`src/rtl/apb_master_bridge.sv`:
```
// APB4 requester: valid/ready command stream in, one APB transfer to one of NSLV
// completers, valid/ready response out. Adds decode errors, PSLVERR capture and a wait-state timeout.
module apb_master_bridge #(
  parameter int ADDRWIDTH = 8,
  parameter int DATAWIDTH = 32,
  parameter int NSLV      = 4,
  parameter int TIMEOUT   = 16
) (
  input  logic                        clk,
  input  logic                        reset,
  input  logic                        cmd_valid,
  output logic                        cmd_ready,
  input  logic                        cmd_write,
  input  logic [ADDRWIDTH-1:0]        cmd_addr,
  input  logic [DATAWIDTH-1:0]        cmd_wdata,
  input  logic [DATAWIDTH/8-1:0]      cmd_strb,
  output logic                        rsp_valid,
  input  logic                        rsp_ready,
  output logic [DATAWIDTH-1:0]        rsp_rdata,
  output logic                        rsp_err,
  output logic                        rsp_timeout,
  output logic [NSLV-1:0]             PSEL,
  output logic                        PENABLE,
  output logic                        PWRITE,
  output logic [ADDRWIDTH-1:0]        PADDR,
  output logic [DATAWIDTH-1:0]        PWDATA,
  output logic [DATAWIDTH/8-1:0]      PSTRB,
  input  logic [NSLV*DATAWIDTH-1:0]   PRDATA,
  input  logic [NSLV-1:0]             PREADY,
  input  logic [NSLV-1:0]             PSLVERR
);

  localparam int SELW  = $clog2(NSLV);
  localparam int STRBW = DATAWIDTH / 8;
  localparam int CNTW  = (TIMEOUT == 0) ? 1 : $clog2(TIMEOUT + 1);
  localparam logic [SELW:0]   NSLV_W  = (SELW + 1)'(NSLV);
  localparam logic [CNTW-1:0] TO_LAST = CNTW'((TIMEOUT == 0) ? 0 : TIMEOUT - 1);

  typedef enum logic [1:0] {IDLE, SETUP, ACCESS, RESP} state_t;

  state_t              state, state_next;
  logic [SELW-1:0]     idx, idx_next;
  logic [CNTW-1:0]     wait_cnt, wait_cnt_next;

  logic                cmd_ready_d, rsp_valid_d, rsp_err_d, rsp_timeout_d;
  logic [DATAWIDTH-1:0] rsp_rdata_d, pwdata_d;
  logic [NSLV-1:0]     psel_d;
  logic                penable_d, pwrite_d;
  logic [ADDRWIDTH-1:0] paddr_d;
  logic [STRBW-1:0]    pstrb_d;

  logic [SELW-1:0]     cmd_idx;
  logic                cmd_idx_ok, cmd_hs, rsp_hs;
  logic                sel_ready, sel_err, timeout_hit;
  logic [DATAWIDTH-1:0] prdata_arr [NSLV];
  logic [DATAWIDTH-1:0] sel_rdata;

  assign cmd_idx    = cmd_addr[ADDRWIDTH-1 -: SELW];
  assign cmd_idx_ok = {1'b0, cmd_idx} < NSLV_W;
  assign cmd_hs     = cmd_valid & cmd_ready;
  assign rsp_hs     = rsp_valid & rsp_ready;

  always_comb begin
    for (int unsigned i = 0; i < NSLV; i++) begin
      prdata_arr[i] = PRDATA[i*DATAWIDTH +: DATAWIDTH];
    end
  end

  // Only the selected completer's handshake inputs are ever looked at.
  assign sel_ready   = PREADY[idx];
  assign sel_err     = PSLVERR[idx];
  assign sel_rdata   = prdata_arr[idx];
  assign timeout_hit = (TIMEOUT != 0) && (wait_cnt == TO_LAST);

  always_ff @(posedge clk or negedge reset) begin
    if (!reset) begin
      state       <= IDLE;
      idx         <= '0;
      wait_cnt    <= '0;
      cmd_ready   <= 1'b0;
      rsp_valid   <= 1'b0;
      rsp_err     <= 1'b0;
      rsp_timeout <= 1'b0;
      rsp_rdata   <= '0;
      PSEL        <= '0;
      PENABLE     <= 1'b0;
      PWRITE      <= 1'b0;
      PADDR       <= '0;
      PWDATA      <= '0;
      PSTRB       <= '0;
    end else begin
      state       <= state_next;
      idx         <= idx_next;
      wait_cnt    <= wait_cnt_next;
      cmd_ready   <= cmd_ready_d;
      rsp_valid   <= rsp_valid_d;
      rsp_err     <= rsp_err_d;
      rsp_timeout <= rsp_timeout_d;
      rsp_rdata   <= rsp_rdata_d;
      PSEL        <= psel_d;
      PENABLE     <= penable_d;
      PWRITE      <= pwrite_d;
      PADDR       <= paddr_d;
      PWDATA      <= pwdata_d;
      PSTRB       <= pstrb_d;
    end
  end

  always_comb begin
    state_next    = state;
    idx_next      = idx;
    wait_cnt_next = wait_cnt;
    case (state)
      IDLE: begin
        if (cmd_hs) begin
          idx_next      = cmd_idx;
          wait_cnt_next = '0;
          state_next    = cmd_idx_ok ? SETUP : RESP;
        end
      end
      SETUP:  state_next = ACCESS;
      ACCESS: begin
        if (sel_ready || timeout_hit) begin
          state_next = RESP;
        end else if (wait_cnt != '1) begin
          wait_cnt_next = wait_cnt + 1'b1;
        end
      end
      RESP: begin
        if (rsp_hs) state_next = IDLE;
      end
      default: state_next = IDLE;
    endcase
  end

  always_comb begin
    cmd_ready_d   = (state_next == IDLE);
    rsp_valid_d   = rsp_valid;
    rsp_err_d     = rsp_err;
    rsp_timeout_d = rsp_timeout;
    rsp_rdata_d   = rsp_rdata;
    psel_d        = PSEL;
    penable_d     = PENABLE;
    pwrite_d      = PWRITE;
    paddr_d       = PADDR;
    pwdata_d      = PWDATA;
    pstrb_d       = PSTRB;
    case (state)
      IDLE: begin
        if (cmd_hs && cmd_idx_ok) begin
          psel_d   = NSLV'(1) << cmd_idx;
          paddr_d  = cmd_addr;
          pwrite_d = cmd_write;
          pwdata_d = cmd_write ? cmd_wdata : '0;
          pstrb_d  = cmd_write ? cmd_strb : '0;
        end
      end
      SETUP: penable_d = 1'b1;
      ACCESS: begin
        if (state_next == RESP) begin
          psel_d        = '0;
          penable_d     = 1'b0;
          rsp_valid_d   = 1'b1;
          rsp_err_d     = sel_ready ? sel_err : 1'b1;
          rsp_timeout_d = !sel_ready;
          rsp_rdata_d   = (sel_ready && !PWRITE && !sel_err) ? sel_rdata : '0;
        end
      end
      RESP: begin
        // Decode errors enter RESP with rsp_valid still low; raise it one cycle later.
        if (!rsp_valid) begin
          rsp_valid_d   = 1'b1;
          rsp_err_d     = 1'b1;
          rsp_timeout_d = 1'b0;
          rsp_rdata_d   = '0;
        end else if (rsp_hs) begin
          rsp_valid_d   = 1'b0;
          rsp_err_d     = 1'b0;
          rsp_timeout_d = 1'b0;
        end
      end
      default: ;
    endcase
  end

endmodule
```
`config.mk`:
```
export PLATFORM = sky130hd
export DESIGN_NAME = apb_master_bridge
export DESIGN_NICKNAME = d
export VERILOG_FILES = /design/src/rtl/apb_master_bridge.sv
export SDC_FILE = /design/constraint.sdc
export NUM_CORES = 1
export LEC_CHECK = 0
export BUFFER_PORTS_ARGS = -buffer_cell sky130_fd_sc_hd__buf_2
export CAP_MARGIN = 0
export CORE_ASPECT_RATIO = 0.7
export CORE_MARGIN = 2
export CORE_UTILIZATION = 41
export CTS_CLUSTER_SIZE = 20
export DETAILED_ROUTE_END_ITERATION = 10
export GPL_TIMING_DRIVEN = 0
export HOLD_SLACK_MARGIN = 0.08
export PLACE_DENSITY = 0.81
export SLEW_MARGIN = 10
export SYNTH_ARGS = -nofsm -noshare
export SYNTH_HDL_FRONTEND = slang
export SYNTH_SLANG_ARGS = --single-unit
```
`constraint.sdc`:
```
create_clock -name clk -period 2.8 [get_ports clk]
set_input_delay 0.7 -clock clk [delete_from_list [all_inputs] [get_ports clk]]
set_output_delay 0.7 -clock clk [all_outputs]
set_load 0.01 [all_outputs]
```
Word level (Yosys, flattened, before mapping)

Cells that the tools add are included.
W data, S select, Z words.

Flip-flop bits (word level): 95
Input bits: 185
Output and inout port bits: 86
Word-level logic and storage cells: 89

Add/sub/neg operators: 1
Magnitude comparators: 2
Equality and inequality tests: 12
Shift-type cells: 1
Mux-type cells: 38
Bitwise logic cells: 3
Reduce and logical (&&, ||, !) cells: 18

Operators by type and width:

| kind                  | number |
|---|---|
| $mux W32              | 6 |
| $bmux W32 S2          | 1 |
| $pmux W32 S2          | 1 |
| $mux W5               | 3 |
| $mux W1               | 12 |
| $mux W4               | 3 |
| $ne A2 B2 Y1 const B  | 5 |
| $pmux W5 S2           | 1 |
| $reduce_and A3 Y1     | 3 |
| $pmux W1 S2           | 4 |
| $pmux W2 S4           | 1 |
| $pmux W4 S2           | 1 |
| $eq A2 B2 Y1 const B  | 3 |
| $mux W2               | 3 |
| $reduce_and A2 Y1     | 3 |
| $reduce_bool A2 Y1    | 3 |
| $add A5 B1 Y5 const B | 1 |
| $eq A5 B4 Y1 const B  | 1 |
| $ne A5 B5 Y1 const B  | 1 |
| $bmux W1 S2           | 2 |
| $logic_not A2 Y1      | 2 |
| $reduce_and A4 Y1     | 1 |
| $shl A1 B2 Y4 const A | 1 |
| $ge A3 B3 Y1 const B  | 1 |
| 8 further kinds       | 12 |

Longest topological paths before layout

Gate-level depths: netlist of run 1.

Word-level depth: 8
Gate-level depth with buffers: 6
Gate-level depth less buffers: 6

Worst setup path before layout of run 1

OpenSTA, ideal clock, no wires.

Kind: register to register
Start point: register wait_cnt[0]
End point: register wait_cnt[3]
Library setup time: 0.077 ns
Arrival: 2.246 ns
Required time: 2.723 ns
Setup slack: 0.477 ns
Stages on the path, launching flop included: 7
Path buffers: 0
Period minus slack after synthesis: 2.323 ns
Cell sequence: dfrtp_1 -> ha_1 -> and3_1 -> ha_1 -> or4b_2 -> or4_1 -> a21oi_1

Cells in the longest elaborated chain, start to end: 4
Elaborated cells on any way between the ends: 10
Those cells by class: 1 x add/sub; 4 x eq/ne; 3 x mux; 2 x reduce/logical

RTL lines:

| item                                                    | RTL line | source |
|---|---|---|
| start, declared                                         | 43       | `logic [CNTW-1:0] wait_cnt, wait_cnt_next;` |
| start signal, assigned                                  | 94       | `wait_cnt <= wait_cnt_next;` |
| $add A5 B1 Y5 / $eq A5 B4 Y1 (equally long branches)    | 126, 73  |  |
| $mux W5 / $logic_or A1 B1 Y1 (equally long branches)    | 125, 123 |  |
| $mux W5 / $ne A2 B2 Y1 (equally long branches)          | --       |  |
| $pmux W5 S2 / $reduce_and A4 Y1 (equally long branches) | --       |  |

Parallel ways exist; a longest one is shown, timed or not. The select of a mux whose other input is x is not followed.
A chain may end at the register's enable or synchronous reset.

Worst setup path after layout of run 1

Ends and elaborated chain as after synthesis.

==> run metrics, run 1 <==
status completed; Period minus WS final 2.50 ns; count of input and output buffers 269; fin crit share 89.2%; final non-filler cell total 894; # setup viols final 0; worst-margin pin slew 0.750 ns; Final Hold Vio Count 0; Clk Latency, worst-skew pair 0.34 ns; mean number of vias per cell 5.05; htree depth 3; PD cells 861 nW/um2; wire per inst 16.5 um; row cnt 32; combinational share of power 44.7%; Pint 3.47 mW; Syn Nets 643; Peak VDD IR 376 uV; design area 6590 um2; starting density of the core 42.5%; Core ar. 11100 um2; TNS Setup 0 ns; post-synthesis sequential area ratio 49.2%; Post-synth EDFFs 0; reg2reg setup slack 0.30 ns; cell with the most instances after synthesis nand2_1; CTS Buffer Depth 2; Post-DP HPWL 11.6 mm; global-route wire length before repair 23.2 mm; Seq cells post-synth 93; placed cell areas 6300 um2; R2R cell count 6; Cell variety after synth 34; ys async rst share 100%; # Max-Cap Violations 0; Seq pwr share 34.4%; Synth area leaders dfrtp_1 49%, mux4_2 16%, nand2_1 8.6%; Vias 4516; Min-Delay Path Class primary input to async pin; Slew HR 49.3%; post-CTS setup buffers 0; fmax 0.400 GHz; drt total wl 14.8 mm; PostCTS Resize Cnt 0; clk root buf clkbuf_16; share of cells above drive strength 1 44.8%; Num CTS Buffers 9; Leakage Power 3.61 nW; DR iter-0 viols 205; Data required, critical path 3.06 ns; clk sinks 93; drt pass-1 iters 5; ys flop type dfrtp_1; Switch Pwr 2.20 mW; Ant. Diodes 0; Final Max Tran Viols 0; switching part of the total power 38.8%; die height 93.9 um; area of the die 12400 um2; YS warnings 0; clock-pin slew on the worst setup and hold paths 0.07 ns; Final Skew 0.00860 ns; critical path arrival 2.76 ns; antenna violations before repair 0; Post-Syn Area 4730 um2; CTS tree built; GRT Overall Usage 23.8%; largest net degree at the start of global routing 49; Routed Antenna Nets 0; Setup CP Type flip-flop to flip-flop; Die Span X 132 um; area leader, netlist dfrtp_1; NumNets Final 924; worst-path fanout max 5; placed cell count 878; total grt overflow 0; Setup crit start kind flip-flop; io pins 271; reg-to-reg startpoint wait_cnt[0]$_DFFE_PN0P_; Clk pwr share 20.8%; RSZ-0062 raised after global routing no; area grow syn2layout 39.1%; Synth top cells by count 108 x nand2_1, 93 x dfrtp_1, 66 x inv_1, 40 x nand3_1, 34 x mux4_2; CTS Hold Bufs 0; DRC 0; gp weighted congestion 0.810; Syn Area/Cell 10.4 um2; synthesized netlist cell count 455; area share of the largest cell type after synthesis 49.2%; crit end category flip-flop; Worst R2R End wait_cnt[3]$_DFFE_PN0P_; vias in the first global route 4630
## cells in the final DEF (no fill, tap or decap), types with 3 or more instances in the layout
cell / netlist / final
mux2i_1: 4 / 4
clkbuf_16: 0 / 9
buf_2: 9 / 277
mux4_2: 34 / 34
o21a_1: 3 / 3
dfrtp_1: 93 / 93
nand2b_1: 6 / 6
clkbuf_1: 23 / 24
a21oi_1: 3 / 3
ha_1: 3 / 3
nand2_1: 108 / 108
nand3_1: 40 / 40
inv_1: 66 / 66
o32ai_1: 33 / 33
## power by group through the flow
stage / Sequential, mW / Combinational [mW] / Clock, mW
CTS: 1.95 / 2.55 / 1.21
global placement: 1.96 / 2.47 / 0
global route: 2.00 / 2.80 / 1.26
finish: 1.95 / 2.54 / 1.18
detailed placement: 1.96 / 2.56 / 0
floorplan: 2.10 / 1.47 / 0
## logic make-up after synthesis
family,after synthesis,share of synthesized area (%)
simple gates,170,15.9
fa+ha+maj,3,0.793
buf+inv,101,8.56
mux,38,17.0
flops,93,49.2
compound gates,50,8.56
## registers in the layout (all words and copies together) (netlist names)
signal       cells
PWRITE           1
state            2
PADDR            8
rsp_timeout      1
PWDATA          32
rsp_valid        1
PSTRB            4
wait_cnt         5
cmd_ready        1
rsp_rdata       32
rsp_err          1
PSEL             4
PENABLE          1
## metrics by stage
| step | hold WS, ns | utilization [%] | power (mW) | setup WS (ns) |
|---|---|---|---|---|
| after global routing | 0.400 | 59.2 | 6.05 | 0.218 |
| after global placement | 0.447 | 56.4 | 4.43 | 0.155 |
| after detailed placement | 0.455 | 56.6 | 4.52 | 0.306 |
| after floorplan | 0.404 | - | 3.57 | 0.477 |
| after CTS | 0.378 | 59.2 | 5.71 | 0.295 |
| final | 0.364 | 59.2 | 5.67 | 0.303 |
## critical path, cell delays in order, from the launching register on
cell	delay [ns]
dfrtp_1	0.41
ha_1	0.23
and3_1	0.21
ha_1	0.23
or4b_2	0.69
or4_1	0.49
a21oi_1	0.16
## area by class of cell
cell class	instances	area (um2)
clock buffers	10	229
flip-flops and latches	93	2330
inverters	66	248
fillers	995	4550
well taps	153	191
clock inverters	6	53.8
repair buffers	270	1380
plain buffers	35	158
multi-input cells	261	2000
## routing by layer
layer  global-route usage (%)  vias up  part of all wire (%)
met1                     30.0     2171                    42
met4                     7.17        0                   2.0
met5                        0        -                     0
met3                     7.28       27                   7.9
li1                         -     2132                     -
met2                     39.7      186                    48
## worst max path at each step
| stage | endpoint | start | cells past startpoint | slack, ns |
|---|---|---|---|---|
| after floorplan | wait_cnt[3]$_DFFE_PN0P_ | wait_cnt[0]$_DFFE_PN0P_ | 6 | 0.48 |
| after global placement | rsp_rdata[23]$_DFFE_PN0P_ | reset | 1 | 0.16 |
| after detailed placement | wait_cnt[3]$_DFFE_PN0P_ | wait_cnt[0]$_DFFE_PN0P_ | 6 | 0.31 |
| after CTS | wait_cnt[3]$_DFFE_PN0P_ | wait_cnt[0]$_DFFE_PN0P_ | 6 | 0.30 |
| after global routing | wait_cnt[3]$_DFFE_PN0P_ | wait_cnt[0]$_DFFE_PN0P_ | 6 | 0.22 |
| final | wait_cnt[3]$_DFFE_PN0P_ | wait_cnt[0]$_DFFE_PN0P_ | 6 | 0.30 |
No activity file was read; power rests on OpenSTA's default activity.
==> run 2: changes to the inputs <==
--- a/config.mk
+++ b/config.mk
@@ -5,16 +5,17 @@
 export SDC_FILE = /design/constraint.sdc
 export NUM_CORES = 1
 export LEC_CHECK = 0
-export BUFFER_PORTS_ARGS = -buffer_cell sky130_fd_sc_hd__buf_2
 export CAP_MARGIN = 0
 export CORE_ASPECT_RATIO = 0.7
 export CORE_MARGIN = 2
 export CORE_UTILIZATION = 41
+export CTS_BUF_LIST = sky130_fd_sc_hd__clkbuf_8
 export CTS_CLUSTER_SIZE = 20
 export DETAILED_ROUTE_END_ITERATION = 10
+export DONT_BUFFER_PORTS = 1
 export GPL_TIMING_DRIVEN = 0
 export HOLD_SLACK_MARGIN = 0.08
-export PLACE_DENSITY = 0.81
+export PLACE_DENSITY = 0.61
 export SLEW_MARGIN = 10
 export SYNTH_ARGS = -nofsm -noshare
 export SYNTH_HDL_FRONTEND = slang
==> run metrics, run 2 (synthesis gave the netlist of run 1 again) <==
status completed; clk root buf clkbuf_8; placed cell areas 4930 um2; design area 5140 um2; row cnt 32; total grt overflow 0; die height 93.9 um; Post-DP HPWL 10.4 mm; Core ar. 11100 um2; CP Cell Sequence ha_1 > and3_1 > ha_1 > or4b_2 > or4_1 > a21oi_1; global-route wire length before repair 20.8 mm; starting density of the core 42.5%; drt total wl 13.5 mm; Final Skew 0.0100 ns; Crit-path slowest cell or4b_2; PostCTS Resize Cnt 0; worst-path fanout max 5; Vias 3531; CTS Buffer Depth 2; mean number of vias per cell 5.64; # setup viols final 0; most frequent cells in the layout 108 x nand2_1, 93 x dfrtp_1, 66 x inv_1, 40 x nand3_1, 34 x mux4_2; GRT Overall Usage 22.0%; fin crit share 88.5%; PD cells 969 nW/um2; critical path's top delay family simple AND/OR/NAND/NOR gates; Setup CP Type flip-flop to flip-flop; RSZ-0062 raised after global routing no; final total power 4.98 mW; # Max-Cap Violations 0; CP dominant cell by count ha_1; drt pass-1 iters 4; Num CTS Buffers 9; Leakage Power 2.40 nW; antenna violations before repair 3; fmax 0.404 GHz; clock-pin slew on the worst setup and hold paths 0.11 ns; Min-Delay Path Class primary input to async pin; DR iter-0 viols 126; CP peak stage delay 0.69 ns; gp weighted congestion 0.788; commonest non-fill, non-tap cell in the layout nand2_1; Final Max Tran Viols 0; DRC 0; Period minus WS final 2.48 ns; NumNets Final 654; Place WS 0.324 ns; Routed Antenna Nets 0; Die Span X 132 um; Setup crit start kind flip-flop; htree depth 3; clk sinks 93; wire per inst 21.6 um; Top Registers PWDATA (32), rsp_rdata (32), PADDR (8); Final Worst Setup Slack 0.323 ns; vias in the first global route 3701; largest net degree at the start of global routing 94; Final Hold Vio Count 0; count of input and output buffers 0; area grow syn2layout 8.59%; io pins 271; worst-margin pin slew 0.877 ns; area of the die 12400 um2; critical path arrival 2.77 ns; TNS Setup 0 ns; share of cells above drive strength 1 13.4%; crit end category flip-flop; Data required, critical path 3.10 ns; CTS tree built; FILL cells 1077; Peak VDD IR 287 uV; Clk Latency, worst-skew pair 0.36 ns; Slew HR 40.7%; worst path bufs/invs 0
run 2: changes by cell type in the layout (fill, tap and decap cells not counted):
| cell | change |
|---|---|
| clkbuf_16 | -9 |
| buf_16 | -1 |
| clkinv_4 | -1 |
| buf_2 | -268 |
| diode_2 | +2 |
| clkbuf_8 | +9 |
| clkinvlp_4 | +1 |
| clkbuf_1 | -1 |
| inv_6 | +1 |
| buf_4 | -1 |
| bufinv_16 | +1 |
| clkinv_2 | -1 |
run 2: timing repair:
action / in CTS / in global routing
setup endpoints to repair: 0 / 0
hold endpoints to repair: 93 / 93
buffers inserted: 0 / 0
run 2: worst register-to-register path, delay by kind of cell (launching register included):
kind | cells | cell delay (ns)
simple gates | 3 | 1.38
fa+ha+maj | 2 | 0.47
flops | 1 | 0.42
compound gates | 1 | 0.15
run 2: path summary, 6_finish.rpt:
kind,startpoint,end,slack [ns],cells after the start
setup / recovery,wait_cnt[0]$_DFFE_PN0P_,wait_cnt[3]$_DFFE_PN0P_,0.32,6
setup reg to reg,wait_cnt[0]$_DFFE_PN0P_,wait_cnt[3]$_DFFE_PN0P_,0.32,6
hold / removal,reset,PWDATA[5]$_DFFE_PN0P_,0.03,0
max in group asynchronous,reset,rsp_rdata[2]$_DFFE_PN0P_,2.62,0
hold reg to reg,wait_cnt[0]$_DFFE_PN0P_,wait_cnt[0]$_DFFE_PN0P_,0.53,1
min in group clk,cmd_addr[7],PSEL[1]$_DFFE_PN0P_,0.44,1
run 2: stage by stage:
stage,utilization (%),hold slack (ns),instances
after floorplan,-,0.404,455
after global placement,44.3,0.410,608
after detailed placement,44.3,0.409,608
after CTS,46.1,-0.00740,624
after global routing,46.2,-0.0249,626
final,46.2,0.0272,626
run 2: area by class of cell:
cell class	count	area [um2]	area share (%)
diodes	2	5.00	0.0973
well taps	153	191	3.72
clock buffers	9	124	2.41
multi-input cells	261	2000	38.9
flip-flops and latches	93	2330	45.3
inverters	66	248	4.82
clock inverters	7	86.3	1.68
plain buffers	35	158	3.07
run 2: report_power, final:
group          switching [mW]  leakage, nW  internal (mW)
clock                   0.539        0.105          0.436
sequential              0.465         1.23           1.72
combinational            1.00         1.06          0.815
run 2: routing by layer:
layer,wire (um),GRT usage (%),share of wire [%]
met4,207,7.35,1.5
met1,5300,25.8,39
met5,13,0,0.096
met3,1420,9.71,10
met2,6600,36.3,49
